===== src/rtl/mips_pkg.sv =====
// -----------------------------------------------------------------------------
// mips_pkg
// Shared definitions for the instruction-fetch stage.
//   fetch_state_e : fetch FSM states (FETCH, DROP, BUF)
//   PC_STEP       : byte distance between sequential instructions
//   INSTR_ZERO    : value driven on instr/PCplus4 when nothing is delivered
//   pc_next()     : sequential successor of a PC (32-bit modulo)
//   word_align()  : clears the byte-offset bits of an address
// -----------------------------------------------------------------------------
package mips_pkg;

    typedef enum logic [1:0] {
        FETCH = 2'd0,
        DROP  = 2'd1,
        BUF   = 2'd2
    } fetch_state_e;

    localparam logic [31:0] PC_STEP    = 32'd4;
    localparam logic [31:0] INSTR_ZERO = 32'h0000_0000;

    // Sequential PC; the add is 32 bits wide so 32'hFFFF_FFFC wraps to 0.
    function automatic logic [31:0] pc_next(input logic [31:0] pc);
        return pc + PC_STEP;
    endfunction

    function automatic logic [31:0] word_align(input logic [31:0] addr);
        return addr & 32'hFFFF_FFFC;
    endfunction

endpackage


===== src/rtl/fetch_skid_buf.sv =====
// -----------------------------------------------------------------------------
// fetch_skid_buf
// One-entry holding register for a fetch response that arrived while the
// pipeline was stalled. Only exists when FETCH_BUF_EN is defined.
//   clk      in   clock
//   rst      in   asynchronous active-high reset
//   load_i   in   capture data_i/pc4_i and mark valid
//   clear_i  in   invalidate the entry (load_i wins if both are set)
//   data_i   in   32-bit instruction word
//   pc4_i    in   32-bit PC+4 of that word
//   valid_o  out  entry holds a word
//   data_o   out  stored word
//   pc4_o    out  stored PC+4
// -----------------------------------------------------------------------------
`ifdef FETCH_BUF_EN
module fetch_skid_buf
    import mips_pkg::*;
(
    input  logic        clk,
    input  logic        rst,
    input  logic        load_i,
    input  logic        clear_i,
    input  logic [31:0] data_i,
    input  logic [31:0] pc4_i,
    output logic        valid_o,
    output logic [31:0] data_o,
    output logic [31:0] pc4_o
);

    logic        valid_q;
    logic [31:0] data_q;
    logic [31:0] pc4_q;

    // Buffer entry storage: load has priority over clear.
    always_ff @(posedge clk or posedge rst) begin
        if (rst) begin
            valid_q <= 1'b0;
            data_q  <= INSTR_ZERO;
            pc4_q   <= INSTR_ZERO;
        end else if (load_i) begin
            valid_q <= 1'b1;
            data_q  <= data_i;
            pc4_q   <= pc4_i;
        end else if (clear_i) begin
            valid_q <= 1'b0;
        end else begin
            valid_q <= valid_q;
        end
    end

    assign valid_o = valid_q;
    assign data_o  = data_q;
    assign pc4_o   = pc4_q;

endmodule
`endif


===== src/rtl/if_fetch_unit.sv =====
// -----------------------------------------------------------------------------
// if_fetch_unit
// Instruction-fetch stage in front of the IF/ID register. Owns the PC, runs a
// single-outstanding req/ack fetch to instruction memory, and tells IF/ID when
// to capture (hold=0) or invalidate (IF_flush=1). Redirects from ID either
// retarget immediately (when the in-flight fetch completes in the same cycle)
// or park the target in tgt and wait in DROP for the wrong-path ack.
//
// Configuration macro: FETCH_BUF_EN
//   undefined : a response arriving under stall is dropped and refetched.
//   defined   : the response is parked in fetch_skid_buf (state BUF) and
//               delivered in the first cycle without stall.
//
// Ports
//   clk          in   rising-edge clock
//   rst          in   asynchronous active-high reset
//   stall        in   hazard stall, IF/ID keeps its contents
//   redirect     in   one-cycle redirect pulse from ID
//   redirect_pc  in   redirect target (32)
//   imem_req     out  fetch request
//   imem_addr    out  fetch address (32), word aligned
//   imem_ack     in   response valid, imem_rdata valid this cycle
//   imem_rdata   in   fetched word (32)
//   instr        out  instruction to IF/ID (32), zero while hold=1
//   PCplus4      out  fetch address + 4 to IF/ID (32), zero while hold=1
//   hold         out  IF/ID must not capture
//   IF_flush     out  IF/ID must invalidate (implies hold=1)
// -----------------------------------------------------------------------------
module if_fetch_unit
    import mips_pkg::*;
#(
    parameter logic [31:0] RESET_PC = 32'h0000_0000
) (
    input  logic        clk,
    input  logic        rst,
    input  logic        stall,
    input  logic        redirect,
    input  logic [31:0] redirect_pc,
    output logic        imem_req,
    output logic [31:0] imem_addr,
    input  logic        imem_ack,
    input  logic [31:0] imem_rdata,
    output logic [31:0] instr,
    output logic [31:0] PCplus4,
    output logic        hold,
    output logic        IF_flush
);

    fetch_state_e state_q, state_d;
    logic [31:0]  pc_q, pc_d;
    logic [31:0]  tgt_q, tgt_d;

    logic         req_s;
    logic         deliver_s;
    logic [31:0]  instr_s;
    logic [31:0]  pc4_s;
    logic [31:0]  redirect_tgt_s;

    assign redirect_tgt_s = word_align(redirect_pc);

`ifdef FETCH_BUF_EN
    logic         buf_load_s;
    logic         buf_clear_s;
    logic         buf_valid_s;
    logic [31:0]  buf_data_s;
    logic [31:0]  buf_pc4_s;

    fetch_skid_buf u_skid_buf (
        .clk     (clk),
        .rst     (rst),
        .load_i  (buf_load_s),
        .clear_i (buf_clear_s),
        .data_i  (imem_rdata),
        .pc4_i   (pc_next(pc_q)),
        .valid_o (buf_valid_s),
        .data_o  (buf_data_s),
        .pc4_o   (buf_pc4_s)
    );
`endif

    // State, PC and pending-redirect target registers.
    always_ff @(posedge clk or posedge rst) begin
        if (rst) begin
            state_q <= FETCH;
            pc_q    <= RESET_PC;
            tgt_q   <= RESET_PC;
        end else begin
            state_q <= state_d;
            pc_q    <= pc_d;
            tgt_q   <= tgt_d;
        end
    end

    // Next-state logic and unmasked delivery outputs.
    always_comb begin
        state_d   = state_q;
        pc_d      = pc_q;
        tgt_d     = tgt_q;
        req_s     = 1'b0;
        deliver_s = 1'b0;
        instr_s   = INSTR_ZERO;
        pc4_s     = INSTR_ZERO;
`ifdef FETCH_BUF_EN
        buf_load_s  = 1'b0;
        buf_clear_s = 1'b0;
`endif
        case (state_q)
            FETCH: begin
                req_s = 1'b1;
                if (redirect) begin
                    // Ack in the same cycle closes the wrong-path fetch, so
                    // the target can be requested immediately.
                    if (imem_ack) begin
                        pc_d = redirect_tgt_s;
                    end else begin
                        tgt_d   = redirect_tgt_s;
                        state_d = DROP;
                    end
                end else if (stall) begin
                    if (imem_ack) begin
`ifdef FETCH_BUF_EN
                        buf_load_s = 1'b1;
                        pc_d       = pc_next(pc_q);
                        state_d    = BUF;
`else
                        // Data discarded; pc unchanged so the word is refetched.
                        pc_d = pc_q;
`endif
                    end else begin
                        pc_d = pc_q;
                    end
                end else if (imem_ack) begin
                    deliver_s = 1'b1;
                    instr_s   = imem_rdata;
                    pc4_s     = pc_next(pc_q);
                    pc_d      = pc_next(pc_q);
                end else begin
                    pc_d = pc_q;
                end
            end
            DROP: begin
                // Wrong-path request stays on the bus until memory answers it.
                req_s = 1'b1;
                if (redirect) begin
                    tgt_d = redirect_tgt_s;
                end else begin
                    tgt_d = tgt_q;
                end
                if (imem_ack) begin
                    pc_d    = redirect ? redirect_tgt_s : tgt_q;
                    state_d = FETCH;
                end else begin
                    state_d = DROP;
                end
            end
`ifdef FETCH_BUF_EN
            BUF: begin
                req_s = 1'b0;
                if (redirect) begin
                    buf_clear_s = 1'b1;
                    pc_d        = redirect_tgt_s;
                    state_d     = FETCH;
                end else if (!stall && buf_valid_s) begin
                    deliver_s   = 1'b1;
                    instr_s     = buf_data_s;
                    pc4_s       = buf_pc4_s;
                    buf_clear_s = 1'b1;
                    state_d     = FETCH;
                end else begin
                    state_d = BUF;
                end
            end
`endif
            default: begin
                state_d = FETCH;
            end
        endcase
    end

    // Reset overrides everything, so outputs are masked by rst directly
    // rather than waiting for the state registers.
    assign imem_req  = req_s & ~rst;
    assign imem_addr = pc_q;
    assign IF_flush  = redirect & ~rst;
    assign hold      = ~(deliver_s & ~rst);
    assign instr     = (deliver_s & ~rst) ? instr_s : INSTR_ZERO;
    assign PCplus4   = (deliver_s & ~rst) ? pc4_s   : INSTR_ZERO;

endmodule


===== config.mk =====
export PLATFORM = sky130hd
export DESIGN_NAME = if_fetch_unit
export DESIGN_NICKNAME = d
export VERILOG_FILES = /design/src/rtl/mips_pkg.sv /design/src/rtl/fetch_skid_buf.sv /design/src/rtl/if_fetch_unit.sv
export SDC_FILE = /design/constraint.sdc
export NUM_CORES = 1
export LEC_CHECK = 0
export CAP_MARGIN = 25
export CORE_UTILIZATION = 25
export DETAILED_ROUTE_END_ITERATION = 7
export GPL_TIMING_DRIVEN = 1
export MAX_ROUTING_LAYER = met4
export PLACE_DENSITY_LB_ADDON = 0.08
export SYNTH_ARGS = -nofsm -noshare
export SYNTH_HDL_FRONTEND = slang
export SYNTH_HIERARCHICAL = 1
export SYNTH_SLANG_ARGS = --single-unit
export TNS_END_PERCENT = 20

===== constraint.sdc =====
create_clock -name clk -period 3.2 [get_ports clk]
set_input_delay 0.8 -clock clk [delete_from_list [all_inputs] [get_ports clk]]
set_output_delay 0.8 -clock clk [all_outputs]
set_load 0.02 [all_outputs]

After elaboration in Yosys (flattened, before gate mapping)
Index checks and enable logic that the tools add are counted.
- muxes and demuxes: 29
- reductions and logical operators: 6
- $add $sub $neg: 1
- div/mod/pow operators: 0
- $mul: 0
- equal/unequal tests: 6
- order comparisons: 0
- shifts and indexed selects: 0
- bitwise gates (word level): 5
- operators with widths (cell ; count):
    two-way mux 32 bit ; 18
    one-hot mux 32 bit (2 select lines) ; 2
    adder 32 x 3 -> 32 bit, second input constant ; 1
    != test 2 bit, second input constant ; 4
    two-way mux 1 bit ; 6
    two-way mux 2 bit ; 2
    one-hot mux 2 bit (2 select lines) ; 1
    AND reduction 4 bit ; 1
    bitwise AND 1 bit ; 3
    != test 3 bit, second input constant ; 1
    AND reduction 3 bit ; 1
    == test 2 x 1 -> 1 bit, second input constant ; 1
    zero test 2 bit ; 1
    NOT 1 bit ; 2
    AND reduction 2 bit ; 1
    nonzero test 2 bit ; 1
    OR reduction 2 bit ; 1
- memories kept: 0
- input port bits: 69
- ROM bits: 0
- logic and storage cells: 50
- bits in writable memories: 0
- latch bits: 0
- register bits after elaboration: 66

Longest topological paths before layout
- depth in word-level cells: 6
- mapped depth: 8
- gate-level depth less buffers: 5

Worst setup path after synthesis
OpenSTA, ideal clock, no wires.
- path kind: input to output
- start: in redirect
- end: out PCplus4[10]
- required time: 2.400 ns
- setup slack: 0.005 ns
- stages: 7
- arrival time: 2.395 ns
- cells stage by stage: or2_2 > buf_2 > nor2_1 > inv_1 > clkbuf_1 > buf_1 > nor2_1
- cells in the longest elaborated chain, start to end: 4
- elaborated cells on any way between the ends: 6
- those cells by class: mux: 5; bitwise: 1
- ends and longest elaborated chain (element ; RTL line ; RTL):
    start: declaration ; if_fetch_unit.sv:37 ; input logic redirect,
    two-way mux 1 bit ; if_fetch_unit.sv:110 ; if (redirect) begin
    two-way mux 1 bit ; if_fetch_unit.sv:107 ; case (state_q)
    bitwise AND 1 bit ; if_fetch_unit.sv:187 ; assign PCplus4 = (deliver_s & ~rst) ? pc4_s : INSTR_ZERO;
    two-way mux 32 bit * ; if_fetch_unit.sv:187 ;
    end: declaration ; if_fetch_unit.sv:44 ; output logic [31:0] PCplus4,
Every way passes the cells marked *; elsewhere a longest branch is shown, timed or not.

Worst setup path in the final report
- start: reg pc_q[2] (netlist: imem_addr[2])
- end: out PCplus4[22]
- cells in the longest elaborated chain, start to end: 6
- ends and longest elaborated chain (element ; RTL line ; RTL):
    start: declaration ; if_fetch_unit.sv:50 ; logic [31:0] pc_q, pc_d;
    start signal: assignment ; if_fetch_unit.sv:89 ; pc_q <= pc_d;
    adder 32 x 3 -> 32 bit ; mips_pkg.sv:23 ; return pc + PC_STEP;
    two-way mux 32 bit ; if_fetch_unit.sv:132 ; end else if (imem_ack) begin
    two-way mux 32 bit ; if_fetch_unit.sv:119 ; end else if (stall) begin
    two-way mux 32 bit ; if_fetch_unit.sv:110 ;
    two-way mux 32 bit ; if_fetch_unit.sv:107 ;
    two-way mux 32 bit ; if_fetch_unit.sv:187 ;
No other way between the ends.

==> metrics list <==
- Result of the run: complete, no violations
* Routability congestion estimate from global placement: 0.869
* Critical path's most frequent cell: sky130_fd_sc_hd__buf_4
- The via count of the first global-routing pass is 4617.
- After synthesis, the share of flip-flops with an asynchronous set or reset is 100%.
* Total of warnings raised by yosys: 6
- Most common cell after layout, fill and taps aside: sky130_fd_sc_hd__clkdlybuf4s50_1
* Sequential-to-total area share from yosys stat: 36.7%
- Clk_skew: 0.00601 ns
* Setup Total Neg Slack: 0 ns
- The count of nets left with antenna violations once routing finished came out at 0.
* Commonest cells after routing, fill and taps aside: sky130_fd_sc_hd__clkdlybuf4s50_1 (99), sky130_fd_sc_hd__buf_4 (71), sky130_fd_sc_hd__dfrtp_1 (65)
- Startpoint of the worst setup timing path: imem_addr[2]
* N_diodes: 0
* Routed wire length: 16700 um
- First-pass GRT wire length: 26100 um
- For this block, the initial DRC count from the detailed router was 258.
- The cell count after synthesis came out at 504.
- LEAKAGE: 3.16 nW
* Overall die width: roughly 140 um
- Number of buffers inserted by port buffering: 165
- The worst register-to-register path has a depth of 7.
* Cell breakdown of the critical path: ha_1, buf_4, nand3_1, nor4_2, buf_4, nand4_1, a21oi_2, clkdlybuf4s15_2
* Share of final-layout standard cells stronger than drive strength 1: 23.1%
- Worst-case vdd ir drop: 0.265 mV
- Number of clock sinks: 65
* Max Fclk: 0.316 GHz
- The clock reaches the later pin of the worst-skew pair after 0.34 ns.
- Across the run, the number of max-cap violations was 0.
* Maximum buffer depth of the clock tree: 2
- Remaining global-route overflow: 0
- CP endpoint kind: output port
- The pre-antenna-repair detailed-routing pass consisted of 6 iterations.
- Wire length per cell after detailed routing: 17.9 um
- Total CTS buffers: 9
- The root buffer cell chosen for the clock tree is sky130_fd_sc_hd__clkbuf_16.
* Critical Path RT: 2.40 ns
- Worst hold path type: register to register
- For the pin with the worst max-slew slack, the measured transition is 0.905 ns.
* Vias: about 4700
* WHS Endpoint: tgt_q[0]
* Final std cells w/o fill: about 940
- Summed instance area of the synthesized netlist: 0.00443 mm2
- Std-Cell Rows: 48
- Once the floorplan was initialized, standard cells occupied 25.6% of the core.
- The worst setup path is launched from a register.
* Startpoint of the lowest-slack hold path: tgt_q[0]
* Setup-failing EPs final: 0
- Drc violations: 0
- Dividing the detail-routed via count by the number of cells gives 5.07.
* Endpoint of the lowest-slack register-to-register path: imem_addr[12]
- Die area: approximately 0.018 mm2
- Critical-path top delay cell: sky130_fd_sc_hd__dfrtp_1
- TritonCTS built the clock tree.
- On the worst path, the slowest cell contributes a delay of 0.41 ns.
- Dividing total power by cell area gives a power density of 459 mW/mm2.
- For this run, the leading register cell type out of synthesis is sky130_fd_sc_hd__dfrtp_1.
- Maximum number of pins on one net before global-route repair: 66
- After clock tree synthesis, the clock-pin slew on the worst setup and hold paths is ~0.060 ns.
- Synthesis inferred 65 register bits.
- Clock period minus final worst setup slack: 3.16 ns
- Crit path buf inv count: 3
- When the netlist entered floorplanning its net count stood at 574.
- The final-report hold violation count was 0.
* Placed instance count: 920
- The number of hold buffers added after CTS was 0.
* H-tree lvl count: 3
* IO Count: 168
- Setup slack on the worst reg-to-reg path comes out at roughly 1.1 ns.
- The design draws 0.00324 W.
- The final count of pins violating max slew came to 0.
- Cell depth of the worst min-delay path: 1
- Std-Cell Core Area: 0.0173 mm2
- The area growth from synthesis to layout is 59.2%.
- Detailed placement finished with a half-perimeter wire length of 12000 um.
- In this run the worst path has a maximum fanout of 8.
* Start-to-end type of the worst setup path: register to output port
* Portion of the clock cycle consumed by the worst path in the final layout: 98.9%
* GR Util All Layers: between 10% and 20%
* Final #Nets: 776
* Largest delay share family, worst path: buffers and inverters
- The synthesized netlist contains 55 unique library cells.
- Relative slew slack: 39.7%
- Count of flip-flops with a built-in enable after synthesis: 0
* Chip height: 135 um
- Buffers added to address setup during post-CTS repair amount to 0.
- Each instance of the synthesized netlist takes up on average 8.80 um2.
* Data arrival time of the critical path: 2.36 ns
* Utilization of the core after routing: 40.8%
- Number of antenna violations at the first check in global routing: 0
* RSZ-0062 raised after global routing: yes
* Critical register-to-register path startpoint: state_q[0]
-- layout make-up --
| cell class | count | area (um2) |
|---|---|---|
| fillers | 1750 | 10200 |
| inverters | 9 | 33.8 |
| flip-flops and latches | 65 | 1630 |
| clock buffers | 9 | 225 |
| clock inverters | 7 | 95.1 |
| multi-input cells | 381 | 2620 |
| well taps | 225 | 282 |
| repair buffers | 240 | 2170 |
-- repair_timing --
action | 4_1_cts | 5_1_grt
resized for setup | 85 | 51
setup endpoints to repair | 64 | 60
pin swaps | 1 | 0
-- cells in the mapped netlist, types with 2 or more instances --
cell type / instances / area (um2)
sky130_fd_sc_hd__a21oi_1: 27 / 135
sky130_fd_sc_hd__a222oi_1: 4 / 40.0
sky130_fd_sc_hd__a22o_1: 11 / 96.3
sky130_fd_sc_hd__a22oi_1: 4 / 30.0
sky130_fd_sc_hd__a31oi_1: 2 / 12.5
sky130_fd_sc_hd__and2_1: 42 / 263
sky130_fd_sc_hd__and3_1: 7 / 43.8
sky130_fd_sc_hd__and4_1: 4 / 35.0
sky130_fd_sc_hd__buf_1: 3 / 11.3
sky130_fd_sc_hd__buf_2: 10 / 50.1
sky130_fd_sc_hd__clkbuf_1: 35 / 131
sky130_fd_sc_hd__dfrtp_1: 65 / 1630
sky130_fd_sc_hd__inv_1: 9 / 33.8
sky130_fd_sc_hd__mux2_2: 30 / 338
sky130_fd_sc_hd__mux2i_1: 16 / 160
sky130_fd_sc_hd__nand2_1: 26 / 97.6
sky130_fd_sc_hd__nand3_1: 21 / 105
sky130_fd_sc_hd__nand4_1: 16 / 100
sky130_fd_sc_hd__nand4_2: 2 / 25.0
sky130_fd_sc_hd__nand4b_1: 2 / 17.5
sky130_fd_sc_hd__nor2_1: 32 / 120
sky130_fd_sc_hd__nor2b_1: 7 / 43.8
sky130_fd_sc_hd__nor3_1: 9 / 45.0
sky130_fd_sc_hd__nor4_1: 6 / 37.5
sky130_fd_sc_hd__o211ai_1: 13 / 97.6
sky130_fd_sc_hd__o21a_1: 2 / 15.0
sky130_fd_sc_hd__o21ai_0: 25 / 125
sky130_fd_sc_hd__o22ai_1: 3 / 18.8
sky130_fd_sc_hd__o2bb2ai_1: 7 / 61.3
sky130_fd_sc_hd__o311ai_0: 5 / 43.8
sky130_fd_sc_hd__o31a_1: 3 / 26.3
sky130_fd_sc_hd__o31ai_1: 6 / 45.0
sky130_fd_sc_hd__or2_2: 2 / 12.5
sky130_fd_sc_hd__or3_1: 9 / 56.3
sky130_fd_sc_hd__or4_1: 7 / 52.6
sky130_fd_sc_hd__or4b_1: 3 / 30.0
sky130_fd_sc_hd__xnor2_1: 8 / 70.1
sky130_fd_sc_hd__xor2_1: 4 / 35.0
-- worst max-delay path by stage --
stage / to / slack (ns) / cells past startpoint
after floorplan: PCplus4[10] / 0.005 / 7
after global placement: PCplus4[31] / -0.32 / 8
after detailed placement: PCplus4[31] / -0.32 / 8
after CTS: instr[17] / -0.16 / 7
after global routing: PCplus4[30] / -0.13 / 6
final: PCplus4[22] / 0.04 / 8
-- state kept, by name, summed over array words and instances (netlist names) --
signal / count
imem_addr: 32
state_q: 1
tgt_q: 32
-- worst reg2reg max path, delay by kind of cell (launching register included) --
family | cells | cell delay [ns]
DFF | 1 | 0.36
buffers and inverters | 3 | 0.70
AOI/OAI and AO/OA | 3 | 0.38
and+or+nand+nor | 1 | 0.60
-- cells by family after synthesis --
family                   count (synthesis)  synth area share (%)
multiplexers                            46                  11.2
AO/OA/AOI/OAI                          119                  18.1
flip-flops                              65                  36.7
AND/OR/NAND/NOR                        203                  26.1
adder cells (fa/ha/maj)                  1                 0.282
buffers and inverters                   58                  5.22
XOR/XNOR                                12                  2.37
-- power by group --
group	leakage (nW)	internal [W]	switching, W	total (W)
sequential	0.776	0.000956	0.0000840	0.00104
combinational	2.23	0.000546	0.000570	0.00112
clock	0.155	0.000682	0.000403	0.00108
-- through the flow --
step / cell area [um2] / hold slack [ns] / worst slack (ns)
floorplan: 4430 / 0.455 / 0.00532
global placement: 6800 / 0.473 / -0.320
detailed placement: 6810 / 0.472 / -0.324
CTS: 7120 / 0.490 / -0.165
global route: 7060 / 0.503 / -0.125
finish: 7060 / 0.489 / 0.0368
-- layer usage --
metal	vias up	part of all wire (%)	global-route usage, %
met2	158	48	30.8
li1	2265	-	-
met4	0	2.1	6.68
met3	26	5.1	3.25
met1	2297	44	24.4
met5	-	0	-
(Power assumes the default switching activity.)
